## src/rtl/cpu_pkg.sv

```systemverilog
// Shared fetch-path types: default bus widths and the {pc, instr} entry queued toward decode.
package cpu_pkg;

    localparam int DEF_ADDRESS_WIDTH = 8;
    localparam int DEF_DATA_WIDTH    = 32;

    typedef struct packed {
        logic [DEF_ADDRESS_WIDTH-1:0] pc;
        logic [DEF_DATA_WIDTH-1:0]    instr;
    } fetch_entry_t;

endpackage

```

## src/rtl/fetch_fifo.sv

```systemverilog
// Small registered FIFO of fetch entries; the head is read straight from storage (no fall-through).
module fetch_fifo
    import cpu_pkg::*;
#(
    parameter int DEPTH = 2
) (
    input  logic                     clk,
    input  logic                     rst,
    input  logic                     clear,
    input  logic                     push,
    input  fetch_entry_t             push_entry,
    input  logic                     pop,
    output fetch_entry_t             head,
    output logic                     valid,
    output logic [$clog2(DEPTH):0]   count
);

    localparam int PW = $clog2(DEPTH);

    fetch_entry_t  mem_q [DEPTH];
    logic [PW-1:0] wr_ptr_q;
    logic [PW-1:0] rd_ptr_q;
    logic [PW:0]   count_q;
    logic          do_pop;

    assign do_pop = pop & (count_q != '0);

    // Pointers are exactly PW bits wide, so the +1 wraps modulo DEPTH for free.
    always_ff @(posedge clk or negedge rst) begin
        if (!rst) begin
            wr_ptr_q <= '0;
            rd_ptr_q <= '0;
            count_q  <= '0;
            for (int i = 0; i < DEPTH; i++) begin
                mem_q[i] <= '0;
            end
        end else if (clear) begin
            wr_ptr_q <= '0;
            rd_ptr_q <= '0;
            count_q  <= '0;
        end else begin
            if (push) begin
                mem_q[wr_ptr_q] <= push_entry;
                wr_ptr_q        <= wr_ptr_q + 1'b1;
            end
            if (do_pop) begin
                rd_ptr_q <= rd_ptr_q + 1'b1;
            end
            case ({push, do_pop})
                2'b10:   count_q <= count_q + 1'b1;
                2'b01:   count_q <= count_q - 1'b1;
                default: count_q <= count_q;
            endcase
        end
    end

    assign head  = mem_q[rd_ptr_q];
    assign valid = (count_q != '0);
    assign count = count_q;

    a_no_overflow: assert property (@(posedge clk) disable iff (!rst)
        !(push && !do_pop && !clear && count_q == (PW+1)'(DEPTH)));

endmodule

```

## src/rtl/fetch_buffer.sv

```systemverilog
// Fetch stage: issues instruction-memory reads from pc_in, tracks the one in-flight response,
// and queues {pc, instr} pairs for decode; flush discards everything queued or in flight.
module fetch_buffer
    import cpu_pkg::*;
#(
    parameter int ADDRESS_WIDTH = DEF_ADDRESS_WIDTH,
    parameter int DATA_WIDTH    = DEF_DATA_WIDTH,
    parameter int DEPTH         = 2
) (
    input  logic                       clk,
    input  logic                       rst,
    input  logic [ADDRESS_WIDTH-1:0]   pc_in,
    input  logic                       flush,
    output logic                       imem_req,
    output logic [ADDRESS_WIDTH-1:0]   imem_addr,
    input  logic [DATA_WIDTH-1:0]      imem_rdata,
    output logic                       pc_stall,
    output logic                       instr_valid,
    input  logic                       instr_ready,
    output logic [DATA_WIDTH-1:0]      instr_out,
    output logic [ADDRESS_WIDTH-1:0]   instr_pc_out,
    output logic [$clog2(DEPTH):0]     count
);

    localparam int CW = $clog2(DEPTH) + 1;

    logic                     inflight_q;
    logic                     kill_q;
    logic [ADDRESS_WIDTH-1:0] inflight_pc_q;
    logic                     pop;
    logic                     push;
    logic [CW:0]              occupancy;
    fetch_entry_t             push_entry;
    fetch_entry_t             head;

    assign pop = instr_valid & instr_ready;

    // Counting the pop as a free slot is what lets a steady stream issue every cycle.
    assign occupancy = {1'b0, count} + {{CW{1'b0}}, inflight_q} - {{CW{1'b0}}, pop};
    assign imem_req  = rst & ~flush & (occupancy < (CW+1)'(DEPTH));
    assign pc_stall  = ~imem_req;
    assign imem_addr = pc_in;

    assign push             = inflight_q & ~kill_q & ~flush;
    assign push_entry.pc    = inflight_pc_q;
    assign push_entry.instr = imem_rdata;

    always_ff @(posedge clk or negedge rst) begin
        if (!rst) begin
            inflight_q    <= 1'b0;
            kill_q        <= 1'b0;
            inflight_pc_q <= '0;
        end else begin
            inflight_q <= imem_req;
            if (imem_req) begin
                inflight_pc_q <= pc_in;
            end
            // Requests are blocked during flush, so this stays 0; kept as a guard on the push path.
            kill_q <= flush ? imem_req : 1'b0;
        end
    end

    fetch_fifo #(
        .DEPTH (DEPTH)
    ) u_fifo (
        .clk        (clk),
        .rst        (rst),
        .clear      (flush),
        .push       (push),
        .push_entry (push_entry),
        .pop        (pop),
        .head       (head),
        .valid      (instr_valid),
        .count      (count)
    );

    assign instr_out    = head.instr;
    assign instr_pc_out = head.pc;

endmodule

```

## config.mk

```make
export PLATFORM = sky130hd
export DESIGN_NAME = fetch_buffer
export DESIGN_NICKNAME = d
export VERILOG_FILES = /design/src/rtl/cpu_pkg.sv /design/src/rtl/fetch_fifo.sv /design/src/rtl/fetch_buffer.sv
export SDC_FILE = /design/constraint.sdc
export NUM_CORES = 1
export LEC_CHECK = 0
export ABC_AREA = 1
export BUFFER_PORTS_ARGS = -buffer_cell sky130_fd_sc_hd__buf_2
export CORE_UTILIZATION = 50
export CTS_BUF_LIST = sky130_fd_sc_hd__clkbuf_4
export CTS_CLUSTER_DIAMETER = 100
export DETAILED_ROUTE_END_ITERATION = 16
export PLACE_DENSITY = 0.74
export SKIP_LAST_GASP = 1
export SLEW_MARGIN = 0
export SYNTH_ARGS = -nofsm -noshare
export SYNTH_HDL_FRONTEND = slang
export SYNTH_SLANG_ARGS = --single-unit
export TNS_END_PERCENT = 100
```

## constraint.sdc

```tcl
create_clock -name clk -period 2.6 [get_ports clk]
set_input_delay 0.13 -clock clk [delete_from_list [all_inputs] [get_ports clk]]
set_output_delay 0.13 -clock clk [all_outputs]
set_load 0.01 [all_outputs]
```

# [After elaboration in Yosys (flattened, before gate mapping)]
# Cells that the tools add are included.
[word_totals] wordCells=52 ff_bits=94 in_bits=44
[op_classes] muxes=13 order_cmp=4 n_eq_ne=2 n_addsub=6 n_reduce_logical=6 bitwise=11
[op_table] op="40-bit 2-to-1 mux" n=4
[op_table] op="80-bit bitwise mux" n=1
[op_table] op="40-bit demux with 1-bit select" n=1
[op_table] op="1-bit bitwise AND" n=6
[op_table] op="2-bit nonzero test" n=3
[op_table] op="1-bit 2-to-1 mux" n=5
[op_table] op="2-bit greater-or-equal comparator (second input constant)" n=2
[op_table] op="1-bit NOT with 2-bit output" n=2
[op_table] op="2-bit case mux with 2 select lines" n=1
[op_table] op="2-bit by 1-bit adder with 3-bit output" n=1
[op_table] op="3-bit by 2-bit less-than comparator with 1-bit output (second input constant)" n=1
[op_table] op="1-bit NOT" n=3
[op_table] op="3-bit nonzero test" n=1
[op_table] op="3-bit by 1-bit subtractor with 3-bit output" n=1
[op_table] op="1-bit adder (second input constant)" n=2
[op_table] op="2-bit by 1-bit adder with 2-bit output (second input constant)" n=1
[op_table] op="2-bit by 1-bit equality test with 1-bit output (second input constant)" n=1
[op_table] op="2-bit equality test (second input constant)" n=1
[op_table] op="2-bit by 1-bit less-than comparator with 1-bit output (second input constant)" n=1
[op_table] op="2-bit 2-to-1 mux" n=1
[op_table] op="2-bit AND reduction" n=1
[op_table] op="2-bit by 1-bit subtractor with 2-bit output (second input constant)" n=1
[op_table] op="1-bit logical AND" n=1

# [Depth between registers and ports, before layout]
# Gate-level depths: netlist of the first run.
[logic_depth] ltp_word=6 mapped_depth=11 ltp_nobuf=11

# [Hierarchy]
# Synthesis of the first run repeated with hierarchy kept, for this count alone.
[unflattened] hier_cells=518 area_unflattened_um2=4486.8
[by_module_without_submodules] module="fetch_fifo" cells_per_inst=458 instances=1 area_each_um2=3946.3 seq_area_each_um2=2102.0
[by_module_without_submodules] module="fetch_buffer" cells_per_inst=60 instances=1 area_each_um2=540.5 seq_area_each_um2=250.2

# [Worst setup path before layout of the first run]
# Ideal clock, no wire load.
[synth_path] path_type="register -> register" startpoint="reg u_fifo.count_q[1], in the netlist u_fifo.count[1]" endpoint="reg inflight_pc_q[0]" n_path_buf=0 required_time_ns=2.535 stages_incl_launch_ff=12 t_arrival_ns=2.191 setup_slack_ns=0.344 cell_sequence="dfrtp_1 > nor2_1 > nor2_2 > ha_1 > or2_2 > fa_1 > xor2_1 > nor2_2 > nand2_4 > inv_6 > nand2_2 > nand2_1"
[synth_via] elab_chain_len=5 elab_cells_between_ends=6 cone_classes="add/sub: 2; order compare: 1; bitwise: 2; reduce/logical: 1"
[synth_lines] element="start: declaration" line="fetch_fifo.sv:23" source="logic [PW:0] count_q;"
[synth_lines] element="start signal: assignment" line="fetch_fifo.sv:50" source="2'b10: count_q <= count_q + 1'b1;"
[synth_lines] element="start signal: assignment" line="fetch_fifo.sv:51" source="2'b01: count_q <= count_q - 1'b1;"
[synth_lines] element="start signal: assignment" line="fetch_fifo.sv:52" source="default: count_q <= count_q;"
[synth_lines] element="parallel branches: the longest is 2 deep, another holds 2-bit by 1-bit adder with 3-bit output"
[synth_lines] element="3-bit by 1-bit subtractor with 3-bit output *" line="fetch_buffer.sv:39" source="assign occupancy = {1'b0, count} + {{CW{1'b0}}, inflight_q} - {{CW{1'b0}}, pop};"
[synth_lines] element="3-bit by 2-bit less-than comparator with 1-bit output *" line="fetch_buffer.sv:40" source="assign imem_req = rst & ~flush & (occupancy < (CW+1)'(DEPTH));"
[synth_lines] element="1-bit bitwise AND *" line="fetch_buffer.sv:40"
[synth_lines] element="net imem_req" line="fetch_buffer.sv:14" source="output logic imem_req,"
[synth_lines] element="end signal: assignment" line="fetch_buffer.sv:56" source="inflight_pc_q <= pc_in;"
[synth_lines] element="end: declaration" line="fetch_buffer.sv:29" source="logic [ADDRESS_WIDTH-1:0] inflight_pc_q;"
# Mark *: on every way through the listed nets, which the timed path passes.
# A chain may end at the register's enable or synchronous reset.

# [Worst setup path in the final report of the first run]
[layout_path] startpoint="reg u_fifo.count_q[1], in the netlist u_fifo.count[1]" endpoint="out imem_req"
[layout_via] elab_chain_len=5 elab_cells_between_ends=6 cone_classes="add/sub: 2; order compare: 1; bitwise: 2; reduce/logical: 1"
[layout_lines] element="parallel branches: the longest is 2 deep, another holds 2-bit by 1-bit adder with 3-bit output"
[layout_lines] element="3-bit by 1-bit subtractor with 3-bit output *" line="fetch_buffer.sv:39"
[layout_lines] element="3-bit by 2-bit less-than comparator with 1-bit output *" line="fetch_buffer.sv:40"
[layout_lines] element="1-bit bitwise AND *" line="fetch_buffer.sv:40"
[layout_lines] element="end: declaration" line="fetch_buffer.sv:14"
# Mark *: on every way between the ends.

==> results of run 1 <==
-- repair_timing --
item / 4_1_cts / 5_1_grt
buffers inserted: 4 / 0
endpoints found under the hold margin: 119 / 0
hold buffers: 42 / 0
pin swaps: 5 / 0
endpoints found under the setup margin: 2 / 2
resized for setup: 8 / 0
-- metrics by stage --
step | cells | hold WS (ns) | utilization | cell area, sq um | setup TNS, ns
final | 757 | 0.1312 | 0.6444 | 5729 | 0
after global routing | 757 | 0.1502 | 0.6444 | 5729 | -0.1683
after CTS | 757 | 0.09690 | 0.6444 | 5729 | -0.01821
after detailed placement | 695 | 0.2833 | 0.5722 | 5087 | 0
after global placement | 695 | 0.2764 | 0.5722 | 5087 | 0
after floorplan | 516 | -0.1656 | - | 4668 | 0
-- final cells by class --
type	count	area share
clock buffers	9	0.01179
clock inverters	7	0.01703
inverters	52	0.03778
multi-input cells	337	0.3191
flip-flops and latches	94	0.4108
well taps	108	0.02359
repair buffers	150	0.1800
-- routing by layer --
layer | up-vias | GRT usage
li1 | 1828 | -
met1 | 1713 | 0.2708
met2 | 90 | 0.3711
met3 | 8 | 0.03617
met4 | 0 | 0.06659
met5 | - | 0
-- cells by family after synthesis --
logic type,after synthesis
flip-flops,94
AO/OA/AOI/OAI,85
XOR/XNOR,1
other,1
buffers and inverters,85
AND/OR/NAND/NOR,248
adder cells (fa/ha/maj),2
-- critical path: cells and delay by family, from the launching register on --
kind	cells	cell delay [ns]
buffers and inverters	3	0.20
adder cells (fa/ha/maj)	2	0.82
flip-flops	1	0.43
AND/OR/NAND/NOR	5	0.59
-- power by group through the flow --
stage               combinational, W  clock (W)  sequential [W]
floorplan                    0.00151          0         0.00222
global placement             0.00204          0         0.00225
detailed placement           0.00211          0         0.00228
CTS                          0.00228   0.000920         0.00224
global route                 0.00254   0.000978         0.00230
finish                       0.00226   0.000892         0.00224
-- cell usage after synthesis (2+ instances only) --
| library cell | n |
|---|---|
| buf_6 | 16 |
| nand3_1 | 5 |
| o21ai_0 | 3 |
| buf_4 | 8 |
| nand2_2 | 24 |
| dfrtp_1 | 94 |
| inv_2 | 2 |
| nand3_4 | 2 |
| nand2_1 | 210 |
| nor2_1 | 2 |
| nor2_2 | 2 |
| o21ai_2 | 80 |
| buf_2 | 8 |
| inv_1 | 48 |
-- layout by cell type, fill, tap and decap left out, drive strengths merged --
cell type	Yosys	final
clkinvlp	0	1
ha	1	1
fa	1	1
or2	1	1
bufinv	1	3
nand2	235	235
a21oi	1	1
nand3	7	7
conb	1	1
buf	32	108
xor2	1	1
dlygate4sd3	0	42
inv	51	52
nor2	5	5
dfrtp	94	94
clkbuf	1	9
o21ai	84	84
clkinv	0	3
-- registers in the layout (all words and copies together) (netlist names) --
signal	count
inflight_pc_q	8
inflight_q	1
kill_q	1
u_fifo.count	2
u_fifo.mem_q	80
u_fifo.rd_ptr_q	1
u_fifo.wr_ptr_q	1
-- how the worst max path moves through the flow --
stage	to	from	slack (ns)	cells past startpoint
4_1_cts	imem_req	u_fifo.count[0]	-0.02	10
6_report	imem_req	u_fifo.count[1]	0.02	10
3_5_place_dp	imem_req	u_fifo.count[1]	0.16	10
3_3_place_gp	imem_req	u_fifo.count[1]	0.24	10
2_1_floorplan	inflight_pc_q[0]	u_fifo.count[1]	0.34	11
5_1_grt	imem_req	u_fifo.count[0]	-0.09	10
==> reports/metrics.csv, run 1 <==
stage,metric,value,unit
critical_path,crit-path max FO,3,
pwr,Comb power frac,0.419,
final_layout,Diodes inserted,0,
worst_hold_path,min-delay src,flush,
synthesis,post-synthesis xor/xnor area fraction,0.001876,
final_layout,multi-input logic area,1828,sq um
floorplan,DIE HEIGHT,98.63,um
synthesis,Netlist Area Pre-Place,4668,sq um
global_routing,antenna violations before repair,0,
final_layout,Final nets,690,
sta,Post-Route Skew,0.02016,ns
pwr,Reg power frac,0.415,
sta,final hold violations,0,
sta,unrepaired setup endpoints after global routing,true,
synthesis,Mean Syn Cell Area,9.047,sq um
critical_path,Critical-path top delay cell,fa_2,
critical_path,FF-to-FF path depth,12,
worst_hold_path,Hold Path End,u_fifo.rd_ptr_q,
final_layout,FF/Latch Area,2354,sq um
critical_path,critical path cell sequence,nor2_1 > nor2_2 > ha_1 > or2_4 > fa_2 > inv_2 > nor2_4 > nand2_4 > inv_8 > buf_6,
global_routing,vias in the first global route,3633,
synthesis,mux cell area share after synthesis,0,
global_routing,largest net degree at the start of global routing,49,
synthesis,complex-gate fraction of the synthesized area,0.1555,
outcome,status,"complete, no violations",
flow_run,MaxCap Viol Count,0,
worst_hold_path,Hold WC Path Type,in2reg,
final_layout,Area Overhead vs Synth,22.73,%
clock_tree,CTS Buffer Depth,2,
synthesis,Most used DFF post-synth,dfrtp_1,
floorplan,row count,34,
pwr,Pleak,3.129,nW
synthesis,synth unique cells,26,
sta,Slew Limit Headroom,0.5411,
synthesis,Syn Inst Count,516,
synthesis,Seq cells post-synth,94,
floorplan,I/O Pins,97,
clock_tree,H-tree depth,3,
synthesis,"Seq/Total Area, Yosys",0.5039,
detailed_routing,metal2 WL,4797,um
floorplan,Die ar.,9727,sq um
detailed_routing,WL met3,414,um
synthesis,Synth top area share,0.5039,
critical_path,reg2reg start,u_fifo.count[1],
critical_path,flop2flop setup slack,0.31,ns
synthesis,"Net Count, Synth",562,
worst_hold_path,Worst Hold Depth,4,
detailed_routing,post-route ant nets,0,
pwr,internal power,0.003303,W
place,DP HPWL,5823,um
floorplan,Initial Utilization,0.5250,
detailed_routing,DR pass1 iterations,4,
detailed_routing,Routed Wire Length,9464,um
critical_path,data arrival time of the critical path,2.45,ns
critical_path,worst stage delay on the critical path,0.55,ns
sta,final setup vio count,0,
critical_path,critical path endpoint category,output pin,
synthesis,Area contributors post-synth,"dfrtp_1 50%, nand2_1 17%, o21ai_2 15%",
detailed_routing,Via Count,3639,
critical_path,Setup CP Type,reg2out,
pwr,P per Cell Area,941.1,nW/um^2
sta,"Worst Setup Slack, final",0.02479,ns
floorplan,core outline area,8891,sq um
synthesis,share of flip-flops with an asynchronous set or reset,1.000,
global_routing,Total GRT Usage,0.2124,
pwr,Net Switching,0.002089,W
sta,Tmin final,2.575,ns
global_routing,grt ovf,0,
sta,final slew viol count,0,
pwr,overall power,0.005392,W
place,dpl ws,0.1560,ns
detailed_routing,DR top layer,met4,
final_layout,layout cell share with drive strength beyond 1,0.3729,
place,routability cong.,0.7261,
synthesis,main combinational cell family by area after synthesis,simple AND/OR/NAND/NOR gates,
synthesis,Synth area leader,dfrtp_1,
pwr,clock share of power,0.165,
place,IO buf count,96,
critical_path,Worst EP required,2.47,ns
synthesis,yosys warns,0,
clock_tree,Sink Count,94,
clock_tree,clock root cell,clkbuf_4,
pwr,Sw Share,0.3875,
sta,FMAX,388.3,MHz
sta,Least-Margin Pin Slew,0.6884,ns
critical_path,CP Launch Type,register,
clock_tree,worst skew pair latency,0.42,ns
clock_tree,"CTS clk-pin slew, worst paths",0.14,ns
global_routing,first-pass GRT wire length,16480,um
critical_path,reg-to-reg endpoint,inflight_pc_q[7],
detailed_routing,vias per inst,4.807,
final_layout,fill cell count,755,
sta,final period utilization,0.9905,
synthesis,Post-Synth Adder-Cell Area,0.006969,
detailed_routing,Met1 Wirelength,4162,um
synthesis,number of synthesized flops with an enable pin,0,
detailed_routing,DRC Markers,0,
clock_tree,CTS tree,yes,
floorplan,DIE WIDTH,98.63,um
pwr,Peak VDD IR,0.5821,mV
synthesis,post-synthesis simple-gate area fraction,0.2243,
detailed_routing,post-DR wirelength/cell,12.50,um
clock_tree,TritonCTS Buffers,9,
detailed_routing,First DRT Iteration DRCs,195,
(Power assumes the default switching activity.)
==> inputs of run 2 (changes only) <==
Settings changed: RECOVER_POWER from default to 100.
==> run 2 against run 1 <==
  * Routed wire length increased by 1.5%
  * Combinational power shrank 14%
  * Final cell count did not move
  * Largest cell class unchanged
  * Critical path depth unchanged
  * Non-clock buffer count stayed put
  * Sequential cell count unchanged
  * Critical endpoint unchanged
==> reports/metrics.csv, run 2 (synthesis gave the netlist of run 1 again) <==
stage,metric,value,unit,change
place,dpl ws,0.1560,ns,unchanged
global_routing,grt ovf,0,,unchanged
floorplan,DIE HEIGHT,98.63,um,unchanged
pwr,Comb power frac,0.385,,was 0.419
final_layout,Final nets,690,,unchanged
floorplan,DIE WIDTH,98.63,um,unchanged
place,routability cong.,0.7261,,unchanged
floorplan,Initial Utilization,0.5250,,unchanged
worst_hold_path,Hold WC Path Type,in2reg,,unchanged
clock_tree,Sink Count,94,,unchanged
pwr,Net Switching,0.001973,W,was 0.002089 W
sta,final setup vio count,0,,unchanged
clock_tree,CTS Buffer Depth,2,,unchanged
clock_tree,CTS tree,yes,,unchanged
final_layout,Diodes inserted,0,,unchanged
final_layout,"Core Util, Final",0.6005,,was 0.6444
global_routing,largest net degree at the start of global routing,49,,unchanged
flow_run,MaxCap Viol Count,0,,unchanged
clock_tree,worst skew pair latency,0.42,ns,about the same
pwr,Pleak,2.831,nW,was 3.129 nW
detailed_routing,post-DR wirelength/cell,12.69,um,was 12.50 um
place,Cell Count Post-Placement,695,,unchanged
global_routing,first-pass GRT wire length,16480,um,unchanged
detailed_routing,Routed Wire Length,9605,um,was 9464 um
pwr,Reg power frac,0.439,,was 0.415
critical_path,Worst EP required,2.47,ns,about the same
detailed_routing,post-route ant nets,0,,unchanged
pwr,Peak VDD IR,0.5741,mV,was 0.5821 mV
detailed_routing,DRC Markers,0,,unchanged
detailed_routing,First DRT Iteration DRCs,190,,was 195
final_layout,fill cell count,873,,was 755
final_layout,max reg flops,80,,unchanged
sta,"Worst Setup Slack, final",0.02036,ns,was 0.02479 ns
global_routing,vias in the first global route,3633,,unchanged
final_layout,layout cell share with drive strength beyond 1,0.1787,,was 0.3729
sta,Slew Limit Headroom,0.2229,,was 0.5411
clock_tree,clock root cell,clkbuf_4,,unchanged
final_layout,Non-Filler Instances,757,,unchanged
global_routing,antenna violations before repair,0,,unchanged
detailed_routing,Via Count,3642,,was 3639
final_layout,Area Overhead vs Synth,14.37,%,was 22.73%
floorplan,Die ar.,9727,sq um,unchanged
detailed_routing,DR pass1 iterations,4,,unchanged
place,DP HPWL,5823,um,unchanged
final_layout,most frequent cells in the layout,"220 x nand2_1, 93 x dfrtp_1, 69 x o21ai_0",,"was 210 x nand2_1, 93 x dfrtp_1, 93 x buf_2"
critical_path,Setup CP Type,reg2out,,unchanged
critical_path,crit-path max FO,4,,was 3
outcome,status,"complete, no violations",,unchanged
sta,FMAX,387.7,MHz,was 388.3 MHz
sta,Least-Margin Pin Slew,1.166,ns,was 0.6884 ns
place,IO buf count,96,,unchanged
global_routing,Total GRT Usage,0.2124,,unchanged
pwr,internal power,0.003102,W,was 0.003303 W
critical_path,critical path endpoint category,output pin,,unchanged
clock_tree,H-tree depth,3,,unchanged
sta,unrepaired setup endpoints after global routing,true,,unchanged
floorplan,core outline area,8891,sq um,unchanged
clock_tree,TritonCTS Buffers,9,,unchanged
sta,Post-Route Skew,0.02219,ns,was 0.02016 ns
sta,final slew viol count,0,,unchanged
critical_path,CP Launch Type,register,,unchanged
final_layout,"commonest non-fill, non-tap cell in the layout",nand2_1,,unchanged
critical_path,data arrival time of the critical path,2.45,ns,about the same
floorplan,I/O Pins,97,,unchanged
clock_tree,"CTS clk-pin slew, worst paths",0.15,ns,was 0.14 ns
pwr,clock share of power,0.176,,was 0.165
sta,final hold violations,0,,unchanged
final_layout,Largest Register,u_fifo.mem_q,,unchanged
detailed_routing,vias per inst,4.811,,was 4.807
pwr,P per Cell Area,950.6,nW/um^2,was 941.1 nW/um^2
pwr,Sw Share,0.3888,,was 0.3875
floorplan,row count,34,,unchanged
sta,Tmin final,2.580,ns,was 2.575 ns
sta,final period utilization,0.9922,,was 0.9905
pwr,overall power,0.005075,W,was 0.005392 W
[run 2: repair_timing]
item / CTS / global route
gates resized for setup: 8 / 0
endpoints found under the setup margin: 2 / 2
gates cloned: 0 / 0
hold buffers: 42 / 0
hold endpoints to repair: 119 / 0
pin swaps: 5 / 0
buffers inserted: 4 / 0
[run 2: power groups by stage]
stage | sequential (W) | clock [W] | combinational, W
after floorplan | 0.00222 | 0 | 0.00151
after global placement | 0.00225 | 0 | 0.00204
after detailed placement | 0.00228 | 0 | 0.00211
after CTS | 0.00224 | 0.000920 | 0.00228
after global routing | 0.00228 | 0.000978 | 0.00223
final | 0.00223 | 0.000894 | 0.00195
[run 2: metal layers]
metal | share of wire | global-route usage | vias to the layer above
li1 | - | - | 1831
met1 | 0.44 | 0.2708 | 1710
met2 | 0.50 | 0.3711 | 93
met3 | 0.044 | 0.03617 | 8
met4 | 0.0091 | 0.06659 | 0
met5 | 0 | 0 | -
[run 2: worst paths after layout]
check | start | endpoint | slack [ns] | depth (start not counted)
min | flush | u_fifo.rd_ptr_q | 0.13 | 4
min in group asynchronous | rst | u_fifo.mem_q[77] | 0.63 | 3
max in group asynchronous | rst | u_fifo.count[1] | 0.54 | 4
max reg2reg | u_fifo.count[0] | inflight_pc_q[7] | 0.29 | 12
min reg2reg | u_fifo.mem_q[17] | u_fifo.mem_q[17] | 0.50 | 2
max | u_fifo.count[0] | imem_req | 0.02 | 10
[run 2: stage by stage]
step	area, sq um	setup TNS, ns	hold slack (ns)
after detailed placement	5087	0	0.2833
after global routing	5339	-0.1683	0.1417
final	5339	0	0.1299
after CTS	5729	-0.01821	0.09690
after global placement	5087	0	0.2764
after floorplan	4668	0	-0.1656
[run 2: layout make-up]
| cell class | count | area [sq um] | area share |
|---|---|---|---|
| Clock buffer | 9 | 67.56 | 0.01266 |
| Multi-Input combinational cell | 337 | 1536 | 0.2878 |
| Inverter | 52 | 216.5 | 0.04054 |
| Tap cell | 108 | 135.1 | 0.02531 |
| Clock inverter | 7 | 97.59 | 0.01828 |
| Sequential cell | 94 | 2354 | 0.4408 |
| Timing Repair Buffer | 150 | 932.1 | 0.1746 |
[run 2: worst max-delay path, cell delays in order, from the launching register on]
cell	delay, ns
dfrtp_1	0.43
nor2_1	0.12
nor2_2	0.06
ha_1	0.26
or2_4	0.23
fa_2	0.55
inv_2	0.05
nor2_4	0.09
nand2_4	0.08
inv_8	0.06
buf_6	0.09
==> inputs of run 3 (changes only) <==
Settings changed: ABC_AREA 1 to default, PLACE_DENSITY 0.74 to 0.75.
==> run 3 against run 2 <==
  * The run now ends with setup timing left
  * Setup slack worse by 0.036 ns
  * Non-clock buffer count up 1
  * Combinational power down 51%
  * Synthesized cell count down 47%
  * Routed wire length down 17%
  * Sequential cell count unchanged
  * Critical endpoint is now pc_stall
==> reports/metrics.csv, run 3 <==
stage,metric,value,unit,change
pwr,Sw Share,0.2679,,was 0.3888
clock_tree,clock root cell,clkbuf_4,,unchanged
sta,Least-Margin Pin Slew,1.244,ns,was 1.166 ns
synthesis,Seq cells post-synth,94,,unchanged
detailed_routing,DRC Markers,0,,unchanged
critical_path,FF-to-FF path depth,9,,was 12
pwr,clock share of power,0.225,,was 0.176
synthesis,complex-gate fraction of the synthesized area,0.004815,,was 0.1555
critical_path,critical path endpoint category,output pin,,unchanged
synthesis,Synth top area share,0.5658,,was 0.5039
pwr,Pleak,2.465,nW,was 2.831 nW
clock_tree,"CTS clk-pin slew, worst paths",0.14,ns,was 0.15 ns
outcome,status,"complete, but fails checks",,"was complete, no violations"
sta,Fin Setup TNS,-0.01565,ns,was 0 ns
global_routing,antenna violations before repair,0,,unchanged
critical_path,Setup CP Type,reg2out,,unchanged
clock_tree,TritonCTS Buffers,9,,unchanged
final_layout,Largest Register,u_fifo.mem_q,,unchanged
place,routability cong.,0.6795,,was 0.7261
final_layout,Area Overhead vs Synth,26.96,%,was 14.37%
sta,final period utilization,1.006,,was 0.9922
detailed_routing,Routed Wire Length,7990,um,was 9605 um
sta,"Worst Setup Slack, final",-0.01565,ns,was 0.02036 ns
critical_path,crit-path max FO,4,,unchanged
floorplan,row count,32,,was 34
global_routing,largest net degree at the start of global routing,53,,was 49
place,Placed Area,4726,sq um,was 5087 sq um
synthesis,most common cell in the netlist,mux2_2,,was nand2_1
synthesis,Synth area leader,dfrtp_1,,unchanged
pwr,overall power,0.003717,W,was 0.005075 W
synthesis,synth unique cells,27,,was 26
synthesis,Netlist Area Pre-Place,4158,sq um,was 4668 sq um
worst_hold_path,Hold WC Path Type,in2reg,,unchanged
final_layout,Diodes inserted,0,,unchanged
global_routing,grt ovf,0,,unchanged
detailed_routing,Via Count,2613,,was 3642
detailed_routing,First DRT Iteration DRCs,58,,was 190
pwr,Comb power frac,0.258,,was 0.385
detailed_routing,DR pass1 iterations,4,,unchanged
outcome,failing checks,setup timing,,
synthesis,yosys warns,0,,unchanged
sta,final setup vio count,1,,was 0
synthesis,Most used DFF post-synth,dfrtp_1,,unchanged
synthesis,synth cell count leaders,"122 x mux2_2, 94 x dfrtp_1, 16 x buf_4, 6 x mux2_1, 4 x buf_2",,"was 210 x nand2_1, 94 x dfrtp_1, 80 x o21ai_2, 48 x inv_1, 24 x nand2_2"
pwr,Reg power frac,0.517,,was 0.439
sta,final hold violations,0,,unchanged
place,Cell Count Post-Placement,458,,was 695
sta,Tmin final,2.616,ns,was 2.580 ns
synthesis,Area contributors post-synth,"dfrtp_1 57%, mux2_2 33%, buf_4 2.9%",,"was dfrtp_1 50%, nand2_1 17%, o21ai_2 15%"
synthesis,"Net Count, Synth",319,,was 562
final_layout,layout cell share with drive strength beyond 1,0.5468,,was 0.1787
critical_path,worst stage delay on the critical path,0.53,ns,was 0.55 ns
detailed_routing,post-route ant nets,0,,unchanged
sta,final slew viol count,0,,unchanged
synthesis,post-synthesis simple-gate area fraction,0.03009,,was 0.2243
sta,Slew Limit Headroom,0.1709,,was 0.2229
sta,WHS,0.004836,ns,was 0.1299 ns
synthesis,share of flip-flops with an asynchronous set or reset,1.000,,unchanged
place,IO buf count,96,,unchanged
worst_hold_path,Worst Hold Depth,2,,was 4
clock_tree,Sink Count,94,,unchanged
final_layout,most frequent cells in the layout,"120 x mux2_2, 94 x dfrtp_1, 69 x buf_2",,"was 220 x nand2_1, 93 x dfrtp_1, 69 x o21ai_0"
pwr,internal power,0.002721,W,was 0.003102 W
synthesis,Syn Inst Count,273,,was 516
critical_path,Critical-path top delay cell,fa_2,,unchanged
detailed_routing,vias per inst,5.035,,was 4.811
final_layout,"commonest non-fill, non-tap cell in the layout",mux2_2,,was nand2_1
sta,FMAX,382.3,MHz,was 387.7 MHz
final_layout,Final nets,459,,was 690
global_routing,vias in the first global route,2738,,was 3633
floorplan,DIE WIDTH,93.19,um,was 98.63 um
place,DP HPWL,4956,um,was 5823 um
floorplan,core outline area,7888,sq um,was 8891 sq um
critical_path,flop2flop setup slack,0.08,ns,was 0.29 ns
critical_path,data arrival time of the critical path,2.49,ns,was 2.45 ns
critical_path,critical path cell sequence,o21a_1 > ha_1 > nand2b_4 > fa_2 > nand2_2 > nor3_4 > buf_12 > inv_4 > buf_6,,was nor2_1 > nor2_2 > ha_1 > or2_4 > fa_2 > inv_2 > nor2_4 > nand2_4 > inv_8 > buf_6
clock_tree,CTS Buffer Depth,2,,unchanged
sta,unrepaired setup endpoints after global routing,true,,unchanged
sta,Post-Route Skew,0.01273,ns,was 0.02219 ns
final_layout,max reg flops,80,,unchanged
synthesis,Post-Synth Adder-Cell Area,0.007824,,was 0.006969
synthesis,Mean Syn Cell Area,15.23,sq um,was 9.047 sq um
final_layout,Non-Filler Instances,519,,was 757
synthesis,main combinational cell family by area after synthesis,multiplexers,,was simple AND/OR/NAND/NOR gates
synthesis,"Seq/Total Area, Yosys",0.5658,,was 0.5039
critical_path,CP Launch Type,register,,unchanged
flow_run,MaxCap Viol Count,0,,unchanged
critical_path,reg-to-reg endpoint,inflight_pc_q[7],,unchanged
synthesis,mux cell area share after synthesis,0.3467,,was 0
synthesis,post-synthesis xor/xnor area fraction,0.006320,,was 0.001876
pwr,Net Switching,0.0009959,W,was 0.001973 W
final_layout,Final Cell Area,5279,sq um,was 5339 sq um
critical_path,Worst EP required,2.47,ns,about the same
floorplan,I/O Pins,97,,unchanged
detailed_routing,post-DR wirelength/cell,15.39,um,was 12.69 um
floorplan,Die ar.,8684,sq um,was 9727 sq um
floorplan,DIE HEIGHT,93.19,um,was 98.63 um
global_routing,first-pass GRT wire length,12920,um,was 16480 um
synthesis,number of synthesized flops with an enable pin,0,,unchanged
global_routing,Total GRT Usage,0.1925,,was 0.2124
pwr,Peak VDD IR,0.4362,mV,was 0.5741 mV
critical_path,reg2reg start,u_fifo.count[0],,unchanged
worst_hold_path,min-delay src,flush,,unchanged
clock_tree,worst skew pair latency,0.41,ns,was 0.42 ns
clock_tree,CTS tree,yes,,unchanged
clock_tree,H-tree depth,3,,unchanged
worst_hold_path,Hold Path End,u_fifo.rd_ptr_q,,unchanged
floorplan,Initial Utilization,0.5271,,was 0.5250
pwr,P per Cell Area,704.2,nW/um^2,was 950.6 nW/um^2
[run 3: changes by cell type after synthesis, moves of 16 or more]
cell	change
nand2_1	-209
mux2_2	+122
o21ai_2	-80
inv_1	-46
nand2_2	-24
buf_6	-16
[run 3: routing by layer]
layer	track usage	share of wire
met3	0.03008	0.036
met5	0	0
met2	0.3248	0.50
met1	0.2552	0.45
met4	0.06282	0.012
[run 3: what timing repair did]
action | CTS | global route
hold buffers | 41 | 0
resized for setup | 2 | 5
endpoints found under the setup margin | 2 | 2
buffers inserted | 4 | 1
hold endpoints to repair | 166 | 0
pin swaps | 2 | 5
[run 3: layout make-up]
| type | count | area, sq um |
|---|---|---|
| well taps | 102 | 127.6 |
| repair buffers | 151 | 968.4 |
| fillers | 611 | 2609 |
| inverters | 2 | 10.01 |
| clock buffers | 10 | 75.07 |
| multi-input cells | 155 | 1670 |
| flip-flops and latches | 94 | 2352 |
| clock inverters | 5 | 75.07 |
[run 3: worst max path at each step]
| stage | slack, ns | startpoint | end | cells after the start |
|---|---|---|---|---|
| CTS | -0.04 | u_fifo.count[0] | pc_stall | 9 |
| global route | -0.13 | u_fifo.count[0] | pc_stall | 9 |
| global placement | 0.22 | u_fifo.count[0] | inflight_pc_q[4] | 8 |
| finish | -0.02 | u_fifo.count[0] | pc_stall | 9 |
| detailed placement | 0.15 | u_fifo.count[0] | inflight_pc_q[7] | 8 |
| floorplan | 0.04 | u_fifo.count[1] | inflight_pc_q[0] | 7 |
[run 3: per-stage QoR]
stage	utilization	worst slack, ns
6_report	0.6693	-0.01565
5_1_grt	0.6693	-0.1290
4_1_cts	0.6753	-0.04418
3_5_place_dp	0.5991	0.1476
3_3_place_gp	0.5991	0.2157
2_1_floorplan	-	0.03547
[run 3: logic make-up after synthesis]
kind of cell | Yosys count
xor gates and xnor gates | 3
other | 1
and+or+nand+nor | 18
DFF | 94
buffers and inverters | 24
muxes | 128
adders and majority gates | 2
AOI/OAI and AO/OA | 3
[run 3: critical path: cells and delay by family (launching register included)]
kind	cells	cell delay (ns)
flip-flops	1	0.42
adder cells (fa/ha/maj)	2	0.82
AO/OA/AOI/OAI	1	0.21
AND/OR/NAND/NOR	3	0.35
buffers and inverters	3	0.28
[run 3: power groups by stage]
stage	logic [W]	registers, W	clock network [W]
after floorplan	0.000620	0.00190	0
after global placement	0.000906	0.00193	0
after detailed placement	0.000927	0.00195	0
after CTS	0.000986	0.00192	0.000871
after global routing	0.00104	0.00196	0.000930
final	0.000958	0.00192	0.000838
